File: src/rtl/aiv_framebuffer_writer_pkg.sv
// Shared definitions for the AIV framebuffer writer: word layout, FSM encodings, SRAM widths.
package aiv_framebuffer_writer_pkg;
  localparam int PIXELS_PER_WORD = 5;
  localparam int PIX_BITS        = 3;
  localparam int ADDR_W          = 18;
  localparam int DATA_W          = 16;

  // Bit positions of each colour inside a 3-bit pixel slot
  localparam int R_BIT = 2;
  localparam int G_BIT = 1;
  localparam int B_BIT = 0;

  localparam logic [1:0] ST_IDLE    = 2'd0;
  localparam logic [1:0] ST_SETUP   = 2'd1;
  localparam logic [1:0] ST_STROBE  = 2'd2;
  localparam logic [1:0] ST_RECOVER = 2'd3;

  typedef struct packed {
    logic [ADDR_W-1:0] addr;
    logic [DATA_W-1:0] data;
  } fbWord_t;
endpackage

File: src/rtl/aiv_framebuffer_writer_if.sv
// Pixel-stream inputs and SRAM write-port outputs of the framebuffer writer.
interface aiv_framebuffer_writer_if;
  logic        pixel_en;
  logic        red_in;
  logic        green_in;
  logic        blue_in;
  logic [9:0]  pixel_x;
  logic [9:0]  pixel_y;
  logic        display_enable;
  logic        sram_hold;
  logic [17:0] SRAM0_A;
  logic [15:0] SRAM0_D_out;
  logic        SRAM0_D_oe;
  logic        SRAM0_nCS;
  logic        SRAM0_nWE;
  logic        SRAM0_nOE;
  logic        overflow;

  modport master (
    output pixel_en, red_in, green_in, blue_in, pixel_x, pixel_y, display_enable, sram_hold,
    input  SRAM0_A, SRAM0_D_out, SRAM0_D_oe, SRAM0_nCS, SRAM0_nWE, SRAM0_nOE, overflow
  );

  modport slave (
    input  pixel_en, red_in, green_in, blue_in, pixel_x, pixel_y, display_enable, sram_hold,
    output SRAM0_A, SRAM0_D_out, SRAM0_D_oe, SRAM0_nCS, SRAM0_nWE, SRAM0_nOE, overflow
  );
endinterface

File: src/rtl/aiv_word_fifo.sv
// Small synchronous first-word-fall-through FIFO of {addr,data} framebuffer words.
module aiv_word_fifo
  import aiv_framebuffer_writer_pkg::*;
#(
  parameter int DEPTH = 4
) (
  input  logic    clk,
  input  logic    reset,
  input  logic    push,
  input  fbWord_t din,
  input  logic    pop,
  output fbWord_t dout,
  output logic    full,
  output logic    empty
);
  localparam int AW = $clog2(DEPTH);

  fbWord_t        mem [DEPTH];
  logic [AW:0]    wrPtr, rdPtr;
  logic           wrOk, rdOk;

  assign empty = (wrPtr == rdPtr);
  assign full  = (wrPtr[AW] != rdPtr[AW]) && (wrPtr[AW-1:0] == rdPtr[AW-1:0]);
  assign rdOk  = pop && !empty;
  // A pop in the same cycle frees the slot, so a push into a full FIFO still lands
  assign wrOk  = push && (!full || rdOk);
  assign dout  = mem[rdPtr[AW-1:0]];

  always_ff @(posedge clk) begin
    if (wrOk) mem[wrPtr[AW-1:0]] <= din;
  end

  always_ff @(posedge clk) begin
    if (reset) begin
      wrPtr <= '0;
      rdPtr <= '0;
    end else begin
      if (wrOk) wrPtr <= wrPtr + 1'b1;
      if (rdOk) rdPtr <= rdPtr + 1'b1;
    end
  end
endmodule

File: src/rtl/aiv_framebuffer_writer.sv
// Packs active-area RGB111 pixels five per word and writes them into the K6R4016 SRAM.
module aiv_framebuffer_writer
  import aiv_framebuffer_writer_pkg::*;
#(
  parameter int ACTIVE_WIDTH   = 720,
  parameter int ACTIVE_LINES   = 576,
  parameter int WORDS_PER_LINE = (ACTIVE_WIDTH + PIXELS_PER_WORD - 1) / PIXELS_PER_WORD,
  parameter int FIFO_DEPTH     = 4
) (
  input logic                  clk,
  input logic                  reset,
  aiv_framebuffer_writer_if.slave bus
);
  localparam int                IDX_W   = $clog2(WORDS_PER_LINE + 1);
  localparam logic [IDX_W-1:0]  WPL_V   = IDX_W'(WORDS_PER_LINE);
  localparam logic [9:0]        LINES_V = 10'(ACTIVE_LINES);
  localparam logic [2:0]        LAST_PX = 3'(PIXELS_PER_WORD - 1);

  logic              deQ, deRise, deFall, accept;
  logic [2:0]        pixCnt, curCnt;
  logic [IDX_W-1:0]  wordIdx, curIdx;
  logic [DATA_W-1:0] packData, curData, newData;
  logic [PIX_BITS-1:0] pix;
  logic [ADDR_W-1:0] lineBase, lineBaseNext;
  logic              wordReady, overflowQ;
  fbWord_t           pend, fifoOut;
  logic              fifoFull, fifoEmpty, fsmPop;

  logic [1:0]        state;
  logic [ADDR_W-1:0] aReg;
  logic [DATA_W-1:0] dReg;
  logic              oeReg, csReg, weReg;

  logic unusedPixelX;
  assign unusedPixelX = ^bus.pixel_x;

  // A rising display_enable restarts the line even if the previous one was cut short
  always_comb begin
    deRise       = bus.display_enable && !deQ;
    deFall       = !bus.display_enable && deQ;
    curCnt       = deRise ? 3'd0 : pixCnt;
    curIdx       = deRise ? '0 : wordIdx;
    curData      = deRise ? '0 : packData;
    pix          = '0;
    pix[R_BIT]   = bus.red_in;
    pix[G_BIT]   = bus.green_in;
    pix[B_BIT]   = bus.blue_in;
    newData      = curData | (DATA_W'(pix) << (PIX_BITS * curCnt));
    lineBaseNext = ADDR_W'(bus.pixel_y) * ADDR_W'(WORDS_PER_LINE);
    accept       = bus.pixel_en && bus.display_enable && (bus.pixel_y < LINES_V) && (curIdx < WPL_V);
  end

  always_ff @(posedge clk) begin
    if (reset) begin
      deQ       <= 1'b0;
      pixCnt    <= '0;
      wordIdx   <= '0;
      packData  <= '0;
      lineBase  <= '0;
      wordReady <= 1'b0;
      pend      <= '0;
    end else begin
      deQ       <= bus.display_enable;
      wordReady <= 1'b0;
      if (deRise) begin
        pixCnt   <= '0;
        wordIdx  <= '0;
        packData <= '0;
      end
      if (accept) begin
        if (curCnt == 3'd0 && curIdx == '0) lineBase <= lineBaseNext;
        if (curCnt == LAST_PX) begin
          wordReady <= 1'b1;
          pend      <= '{addr: lineBase + ADDR_W'(curIdx), data: newData};
          pixCnt    <= '0;
          packData  <= '0;
          wordIdx   <= curIdx + 1'b1;
        end else begin
          pixCnt    <= curCnt + 1'b1;
          packData  <= newData;
        end
      end else if (deFall) begin
        // Partial word at end of line: unused upper slots are already zero
        if (pixCnt != 3'd0) begin
          wordReady <= 1'b1;
          pend      <= '{addr: lineBase + ADDR_W'(wordIdx), data: packData};
        end
        pixCnt   <= '0;
        wordIdx  <= '0;
        packData <= '0;
      end
    end
  end

  aiv_word_fifo #(.DEPTH(FIFO_DEPTH)) uFifo (
    .clk   (clk),
    .reset (reset),
    .push  (wordReady),
    .din   (pend),
    .pop   (fsmPop),
    .dout  (fifoOut),
    .full  (fifoFull),
    .empty (fifoEmpty)
  );

  assign fsmPop = (state == ST_IDLE) && !fifoEmpty && !bus.sram_hold;

  always_ff @(posedge clk) begin
    if (reset) overflowQ <= 1'b0;
    else if (wordReady && fifoFull && !fsmPop) overflowQ <= 1'b1;
  end

  // Chip select spans SETUP..RECOVER with the single write strobe in the middle
  always_ff @(posedge clk) begin
    if (reset) begin
      state <= ST_IDLE;
      aReg  <= '0;
      dReg  <= '0;
      oeReg <= 1'b0;
      csReg <= 1'b1;
      weReg <= 1'b1;
    end else begin
      case (state)
        ST_IDLE: if (fsmPop) begin
          aReg  <= fifoOut.addr;
          dReg  <= fifoOut.data;
          oeReg <= 1'b1;
          csReg <= 1'b0;
          state <= ST_SETUP;
        end
        ST_SETUP: begin
          weReg <= 1'b0;
          state <= ST_STROBE;
        end
        ST_STROBE: begin
          weReg <= 1'b1;
          state <= ST_RECOVER;
        end
        ST_RECOVER: begin
          csReg <= 1'b1;
          oeReg <= 1'b0;
          state <= ST_IDLE;
        end
        default: state <= ST_IDLE;
      endcase
    end
  end

  assign bus.SRAM0_A     = aReg;
  assign bus.SRAM0_D_out = dReg;
  assign bus.SRAM0_D_oe  = oeReg;
  assign bus.SRAM0_nCS   = csReg;
  assign bus.SRAM0_nWE   = weReg;
  assign bus.SRAM0_nOE   = 1'b1;
  assign bus.overflow    = overflowQ;
endmodule

File: src/flat_wrapper.sv
// flat-port wrapper written by rule: the top's interface ports become plain ports
module aiv_framebuffer_writer_flat import aiv_framebuffer_writer_pkg::*;
#(
  parameter int ACTIVE_WIDTH   = 720,
  parameter int ACTIVE_LINES   = 576,
  parameter int WORDS_PER_LINE = (ACTIVE_WIDTH + PIXELS_PER_WORD - 1) / PIXELS_PER_WORD,
  parameter int FIFO_DEPTH     = 4
)
  (clk, reset, bus_pixel_en, bus_red_in, bus_green_in, bus_blue_in, bus_pixel_x, bus_pixel_y, bus_display_enable, bus_sram_hold, bus_SRAM0_A, bus_SRAM0_D_out, bus_SRAM0_D_oe, bus_SRAM0_nCS, bus_SRAM0_nWE, bus_SRAM0_nOE, bus_overflow);
  aiv_framebuffer_writer_if bus_i ();
  input logic clk;
  input logic reset;
  input wire logic [$bits(bus_i.pixel_en)-1:0] bus_pixel_en;
  input wire logic [$bits(bus_i.red_in)-1:0] bus_red_in;
  input wire logic [$bits(bus_i.green_in)-1:0] bus_green_in;
  input wire logic [$bits(bus_i.blue_in)-1:0] bus_blue_in;
  input wire logic [$bits(bus_i.pixel_x)-1:0] bus_pixel_x;
  input wire logic [$bits(bus_i.pixel_y)-1:0] bus_pixel_y;
  input wire logic [$bits(bus_i.display_enable)-1:0] bus_display_enable;
  input wire logic [$bits(bus_i.sram_hold)-1:0] bus_sram_hold;
  output wire logic [$bits(bus_i.SRAM0_A)-1:0] bus_SRAM0_A;
  output wire logic [$bits(bus_i.SRAM0_D_out)-1:0] bus_SRAM0_D_out;
  output wire logic [$bits(bus_i.SRAM0_D_oe)-1:0] bus_SRAM0_D_oe;
  output wire logic [$bits(bus_i.SRAM0_nCS)-1:0] bus_SRAM0_nCS;
  output wire logic [$bits(bus_i.SRAM0_nWE)-1:0] bus_SRAM0_nWE;
  output wire logic [$bits(bus_i.SRAM0_nOE)-1:0] bus_SRAM0_nOE;
  output wire logic [$bits(bus_i.overflow)-1:0] bus_overflow;
  assign bus_i.pixel_en = bus_pixel_en;
  assign bus_i.red_in = bus_red_in;
  assign bus_i.green_in = bus_green_in;
  assign bus_i.blue_in = bus_blue_in;
  assign bus_i.pixel_x = bus_pixel_x;
  assign bus_i.pixel_y = bus_pixel_y;
  assign bus_i.display_enable = bus_display_enable;
  assign bus_i.sram_hold = bus_sram_hold;
  assign bus_SRAM0_A = bus_i.SRAM0_A;
  assign bus_SRAM0_D_out = bus_i.SRAM0_D_out;
  assign bus_SRAM0_D_oe = bus_i.SRAM0_D_oe;
  assign bus_SRAM0_nCS = bus_i.SRAM0_nCS;
  assign bus_SRAM0_nWE = bus_i.SRAM0_nWE;
  assign bus_SRAM0_nOE = bus_i.SRAM0_nOE;
  assign bus_overflow = bus_i.overflow;
  aiv_framebuffer_writer #(.ACTIVE_WIDTH(ACTIVE_WIDTH), .ACTIVE_LINES(ACTIVE_LINES), .WORDS_PER_LINE(WORDS_PER_LINE), .FIFO_DEPTH(FIFO_DEPTH)) u_core (.clk(clk), .reset(reset), .bus(bus_i));
endmodule
File: config.mk
export PLATFORM = sky130hd
export DESIGN_NAME = aiv_framebuffer_writer_flat
export DESIGN_NICKNAME = d
export VERILOG_FILES = /design/src/rtl/aiv_framebuffer_writer_pkg.sv /design/src/rtl/aiv_framebuffer_writer_if.sv /design/src/rtl/aiv_word_fifo.sv /design/src/rtl/aiv_framebuffer_writer.sv /design/src/flat_wrapper.sv
export SDC_FILE = /design/constraint.sdc
export NUM_CORES = 1
export LEC_CHECK = 0
export CAP_MARGIN = 30
export CORE_ASPECT_RATIO = 1.4
export CORE_UTILIZATION = 45
export DETAILED_ROUTE_END_ITERATION = 6
export HOLD_SLACK_MARGIN = 0.06
export PLACE_DENSITY_LB_ADDON = 0.12
export SLEW_MARGIN = 20
export SYNTH_ARGS = -nofsm -noshare
export SYNTH_HDL_FRONTEND = slang
export SYNTH_SLANG_ARGS = --single-unit
File: constraint.sdc
create_clock -name clk -period 6 [get_ports clk]
set_input_delay 1.2 -clock clk [delete_from_list [all_inputs] [get_ports clk]]
set_output_delay 1.2 -clock clk [all_outputs]
set_load 0.01 [all_outputs]
-- After elaboration in Yosys (flattened, before gate mapping)
Memories as Yosys holds them, arrays and structs flattened. A register that Yosys moved wholly into a read port is not among the register bits.
Cells that the tools add are included.
- add/sub/neg operators: 6
- reduce and logical (&&, ||, !) cells: 32
- shift operators: 1
- equal/unequal tests: 9
- bitwise logic cells: 1
- multiplexer cells: 29
- multipliers: 2
- $lt $le $gt $ge: 2
- operators with widths (cell ; count):
    $mux 34 ; 4
    $mux 16 ; 4
    $add 18x8->18 ; 2
    $mux 8 ; 4
    $or 16x16->16 ; 1
    $shl 3x5->16 ; 1
    $mul 10x4->14 const B ; 1
    $logic_and 1x1->1 ; 13
    $mux 3 ; 4
    $lt 10x10->1 const B ; 1
    $add 3x1->3 const B ; 3
    $add 8x1->8 const B ; 1
    $logic_not 8->1 ; 1
    $lt 8x8->1 const B ; 1
    $mux 1 ; 8
    $pmux 2 s4 ; 1
    $reduce_bool 2->1 ; 4
    $logic_not 1->1 ; 6
    $pmux 1 s2 ; 3
    $reduce_and 2->1 ; 3
    $mul 2x3->5 const A ; 1
    $eq 2x2->1 const B ; 2
    $eq 3x3->1 ; 1
    $eq 3x3->1 const B ; 1
    11 further kinds ; 11
- word-level logic and storage cells: 98
- memories kept: 1
- bits in registers: 89
- bits of input ports: 28
- RAM bits: 136
- memories (memory ; words ; width ; rd ports ; clocked after memory_dff ; write ports ; line ; RTL):
    u_core.uFifo.mem ; 4 ; 34 ; 1 ; 1 ; 1 ; aiv_word_fifo.sv:18 ; fbWord_t mem [DEPTH];

-- Longest topological paths before layout
- word-level depth: 9
- mapped depth: 13

-- Cells and area by module
A second synthesis with hierarchy kept.
- cells, all modules: 889
- area total of the unflattened synthesis: 10870.4 um^2
- modules (own cells, without submodules) (module ; cells each ; instances ; area an instance (um^2)):
    aiv_word_fifo ; 233 ; 1 ; 5441.5
    aiv_framebuffer_writer ; 656 ; 1 ; 5429.0

-- Least setup slack after synthesis
No wires, ideal clock.
- kind: input to register
- start point: input port bus_display_enable
- end point: register u_core.pend[24] (netlist bit)
- buffers on the path: 2
- data arrival time: 3.706 ns
- stages on the path: 12
- slack: 2.224 ns
- library setup time: 0.070 ns
- cell sequence: buf_2 -> and2_1 -> nand2_2 -> or2_2 -> clkbuf_1 -> and2_1 -> ha_1 -> fa_1 -> a21oi_1 -> o21ai_0 -> or3_1 -> a21oi_1
- cells in the longest elaborated chain, start to end: 6
- elaborated cells on any way between the ends: 17
- ends and longest elaborated chain (what ; line ; RTL):
    start: declaration ; flat_wrapper.sv:19 ; input wire logic [$bits(bus_i.display_enable)-1:0] bus_display_enable;
    branches (longest 6 deep; another with $add 18x8->18) ; - ;
    end signal: assignment ; aiv_framebuffer_writer.sv:74 ; pend <= '{addr: lineBase + ADDR_W'(curIdx), data: newData};
    end signal: assignment ; aiv_framebuffer_writer.sv:86 ; pend <= '{addr: lineBase + ADDR_W'(wordIdx), data: packData};
    end: declaration ; aiv_framebuffer_writer.sv:26 ; fbWord_t pend, fifoOut;
Several ways; the timed one is not identified. The select of a mux whose other input is x is not followed.
A chain may end at the register's enable or synchronous reset.

-- Final worst setup path
- start point: input port bus_pixel_y[8]
- end point: register u_core.pend[24] (netlist bit)
- cells in the longest elaborated chain, start to end: 5
- elaborated cells on any way between the ends: 8
- ends and longest elaborated chain (what ; line ; RTL):
    start: declaration ; flat_wrapper.sv:18 ; input wire logic [$bits(bus_i.pixel_y)-1:0] bus_pixel_y;
    $lt 10x10->1 (*) ; aiv_framebuffer_writer.sv:50 ; accept = bus.pixel_en && bus.display_enable && (bus.pixel_y < LINES_V) && (curIdx < WPL_V);
    $logic_and 1x1->1 (*) (2 in a row) ; aiv_framebuffer_writer.sv:50 ;
    $ne 2x2->1 (no source line) or $reduce_bool 2->1 (tied branches) ; - ;
    $reduce_and 3->1 (no source line) ; - ;
Every way passes the cells marked *; elsewhere a longest branch is shown, timed or not.

==> qor.csv <==
stage,metric,value,unit
routing,firstDrtPassIters,4,
run_status,outcome,completed,
cts,tritoncts.num_buffers,25,
logic_synthesis,yosys_warnings,0,
floorplanning,die-width,133,µm
logic_synthesis,postSynthAreaPerCell,12.2,µm²
global_routing,grt_antenna_before_repair,0,
timing,fin_setup_tns,0,ps
layout,layout.cells.most_common,sky130_fd_sc_hd__edfxtp_1,
global_routing,via_count_of_the_first_global_routing_pass,6394,
floorplanning,std_cell_rows,66,
pwr,irDropWorstVdd,214,µV
pwr,seqPwrFrac,0.520,
timing,worst_slew_margin_rel,0.474,
global_routing,grt_first_pass_wirelength,33900,µm
timing,final_hold_viol_count,0,
timing,worst_slew_pin_slew,789,ps
flow_run,maxCapViolations,0,
layout,layout_common_cells,"136 x sky130_fd_sc_hd__edfxtp_1, 122 x sky130_fd_sc_hd__dfxtp_1, 117 x sky130_fd_sc_hd__nand2_1",
logic_synthesis,ys_dominant_reg_cell,sky130_fd_sc_hd__edfxtp_1,
routing,initial_drt_markers,375,
timing,finClkSkew,13.6,ps
layout,final-instance-count-excl-fill,1246,
worst_setup_path,crit_type,in -> reg,
logic_synthesis,yosysTopAreaCell,sky130_fd_sc_hd__edfxtp_1,
worst_setup_path,path_max_fanout,11,
worst_hold_path,hold_path.class,reg -> reg,
routing,drc,0,
pwr,power.share.combinational,0.047,
routing,detailroute.via_count,6622,
timing,timing.fmax,250,MHz
pwr,switching_power,753,µW
worst_setup_path,max_stage_delay_cell_worst_path,sky130_fd_sc_hd__clkdlybuf4s50_1,
layout,layout.filler_cells,2060,
pwr,power_per_cell_area,293,nW/µm²
worst_setup_path,path_cells,"clkdlybuf4s50_1, o31ai_4, nand2_2, or2_2, and2_1, ha_1, fa_1, a21oi_1, o21ai_0, or3_1, a21oi_1",
floorplanning,die_h,185,µm
cts,clock_tree.root_cell,sky130_fd_sc_hd__clkbuf_16,
worst_setup_path,data_required_time_of_the_critical_path,6440,ps
layout,num-nets-final,983,
routing,avgViaCountPerCell,5.31,
pwr,clock_share_of_power,0.433,
timing,timing.final.crit_period,4000,ps
pwr,netSwitchingFraction,0.208,
routing,route.antenna.remaining_nets,0,
global_routing,overflow,0,
layout,multi_input_comb_area,3900,µm²
global_routing,grt.total_usage,0.174,
timing,maxSlewViolCount,0,
worst_setup_path,critical-path-max-stage-delay,530,ps
layout,share_of_cells_above_drive_strength_1,0.107,
placed_design,dp_hpwl,12800,µm
logic_synthesis,post_synthesis_cell_area,10700,µm²
logic_synthesis,yosys_register_bits,259,
logic_synthesis,post_synth_main_area_contributors,"sky130_fd_sc_hd__edfxtp_1 38%, sky130_fd_sc_hd__dfxtp_1 23%, sky130_fd_sc_hd__mux4_2 7.1%, sky130_fd_sc_hd__nand2_1 4.1%, sky130_fd_sc_hd__ha_1 3.6%",
pwr,p_leak,0.00425,µW
layout,sequential_cell_area,6550,µm²
global_routing,maximum_number_of_pins_on_one_net_before_global_route_repair,66,
cts,cts.repair.resized,0,
cts,clock-sinks,259,
timing,finalSetupViolCount,0,
logic_synthesis,post-synth-top-area-fraction,0.380,
timing,fin_crit_sh,0.667,
routing,routed_wirelength,20500,µm
cts,max-clock-path-buffers,3,
cts,postCtsHoldBufs,0,
logic_synthesis,synth_cell_type_count,60,
logic_synthesis,ys_seq_area_frac,0.609,
cts,clk_pin_slew_worst_paths,60,ps
floorplanning,core_footprint,23400,µm²
floorplanning,design.die.area,24500,µm²
worst_setup_path,endpoint_kind_of_the_worst_setup_timing_path,register,
layout,synthToLayoutAreaGrowth,15.0,%
cts,clock_latency,510,ps
logic_synthesis,synth_enable_flop_cells,136,
floorplanning,start_util,0.460,
logic_synthesis,asyncSetResetFlopFracSynth,0,
timing,grt_setup_unrepaired,false,
cts,post-cts-setup-buffer-count,0,
placed_design,placed_cells,1201,
cts,tritoncts,yes,
cts,htree_levels,1,
logic_synthesis,mappedNetlistNets,943,
placed_design,portBuffers,55,
worst_setup_path,critical_path.startpoint_type,input port,
placed_design,gp_congestion,0.792,
floorplanning,io_pins,67,
worst_setup_path,worst_endpoint_data_arrival_time,4440,ps
routing,wl_per_cell,16.5,µm
layout,diodes,0,
worst_setup_path,cp_common_cell,sky130_fd_sc_hd__a21oi_1,
pwr,power.internal,2860,µW
logic_synthesis,postSynthCellCount,882,
-- registers in the layout, summed over array words and instances, names as in the netlist, 2 cells and up --
| register | flops |
|---|---|
| u_core.bus.SRAM0_A | 18 |
| u_core.bus.SRAM0_D_out | 16 |
| u_core.lineBase | 14 |
| u_core.packData | 16 |
| u_core.pend | 34 |
| u_core.pixCnt | 3 |
| u_core.state | 2 |
| u_core.uFifo.mem | 136 |
| u_core.uFifo.rdPtr | 3 |
| u_core.uFifo.wrPtr | 3 |
| u_core.wordIdx | 8 |
-- stage by stage --
stage | utilization | area, µm² | hold WS [ps] | worst slack [ps] | power (µW)
2_1_floorplan | - | 10700 | 442 | 2220 | 2040
3_3_place_gp | 0.494 | 11500 | 443 | 1450 | 2090
3_5_place_dp | 0.494 | 11500 | 448 | 1430 | 2090
4_1_cts | 0.529 | 12400 | 456 | 1970 | 3660
5_1_grt | 0.529 | 12400 | 470 | 1820 | 3760
6_report | 0.529 | 12400 | 452 | 2000 | 3620
-- cells by family after synthesis --
kind of cell / share of synthesized area
compound gates: 0.0946
xor+xnor: 0.0204
fa+ha+maj: 0.0398
buf+inv: 0.0303
flops: 0.609
mux: 0.0787
other cells: 0.000349
simple gates: 0.127
-- routing by layer --
layer	vias to the layer above	part of all wire	wire length, µm	track usage
met1	3198	0.46	9410	0.226
met3	23	0.029	592	0.0200
met5	-	0	0	0
met4	0	0.017	340	0.0464
li1	3306	-	-	-
met2	95	0.50	10200	0.307
-- cells in the mapped netlist, drive strengths merged (2+ instances only) --
master  number
mux4        34
or3          5
nor2        75
nand4        4
nand2      118
nor2b        6
and2        11
a22oi        3
nand2b       7
a211oi      22
a31oi        8
o21bai       2
nand3       16
mux2i        8
ha          31
edfxtp     136
dfxtp      123
xor2        11
and3         4
xnor2       14
clkbuf      30
a31o         2
nor4         7
buf         24
or2          2
nor4bb       5
a21o         3
o22ai        2
and4         3
a41oi        5
a21oi       73
o21ai       16
a311oi       8
nor3        28
fa           2
inv         18
-- worst max-delay path, delay by kind of cell --
kind	cells	cell delay, ps
adders and majority gates	2	600
buffers and inverters	1	530
AOI/OAI and AO/OA	4	980
and+or+nand+nor	4	1120
-- worst paths after layout --
check	start	end	slack [ps]	cells past startpoint
worst max register to register	u_core.deQ	u_core.pend[15]	3030	7
worst min-delay path	u_core.bus.SRAM0_D_out[8]	u_core.bus.SRAM0_D_out[8]	450	2
worst max-delay path	bus_pixel_y[8]	u_core.pend[24]	2000	11
worst min register to register	u_core.bus.SRAM0_D_out[8]	u_core.bus.SRAM0_D_out[8]	450	2
-- power by group through the flow --
stage	combinational (µW)	sequential [µW]	clock, µW
after floorplan	120	1910	0
after global placement	172	1920	0
after detailed placement	173	1920	0
after CTS	174	1880	1610
after global routing	193	1880	1680
final	171	1880	1570
-- final cells by class --
class	count	share of cell area
sequential	259	0.530
timing repair buffer	67	0.0516
inverter	18	0.00547
multi-input combinational	551	0.316
clock buffer	26	0.0509
tap	306	0.0310
clock inverter	19	0.0156
No activity file was read; power rests on OpenSTA's default activity.
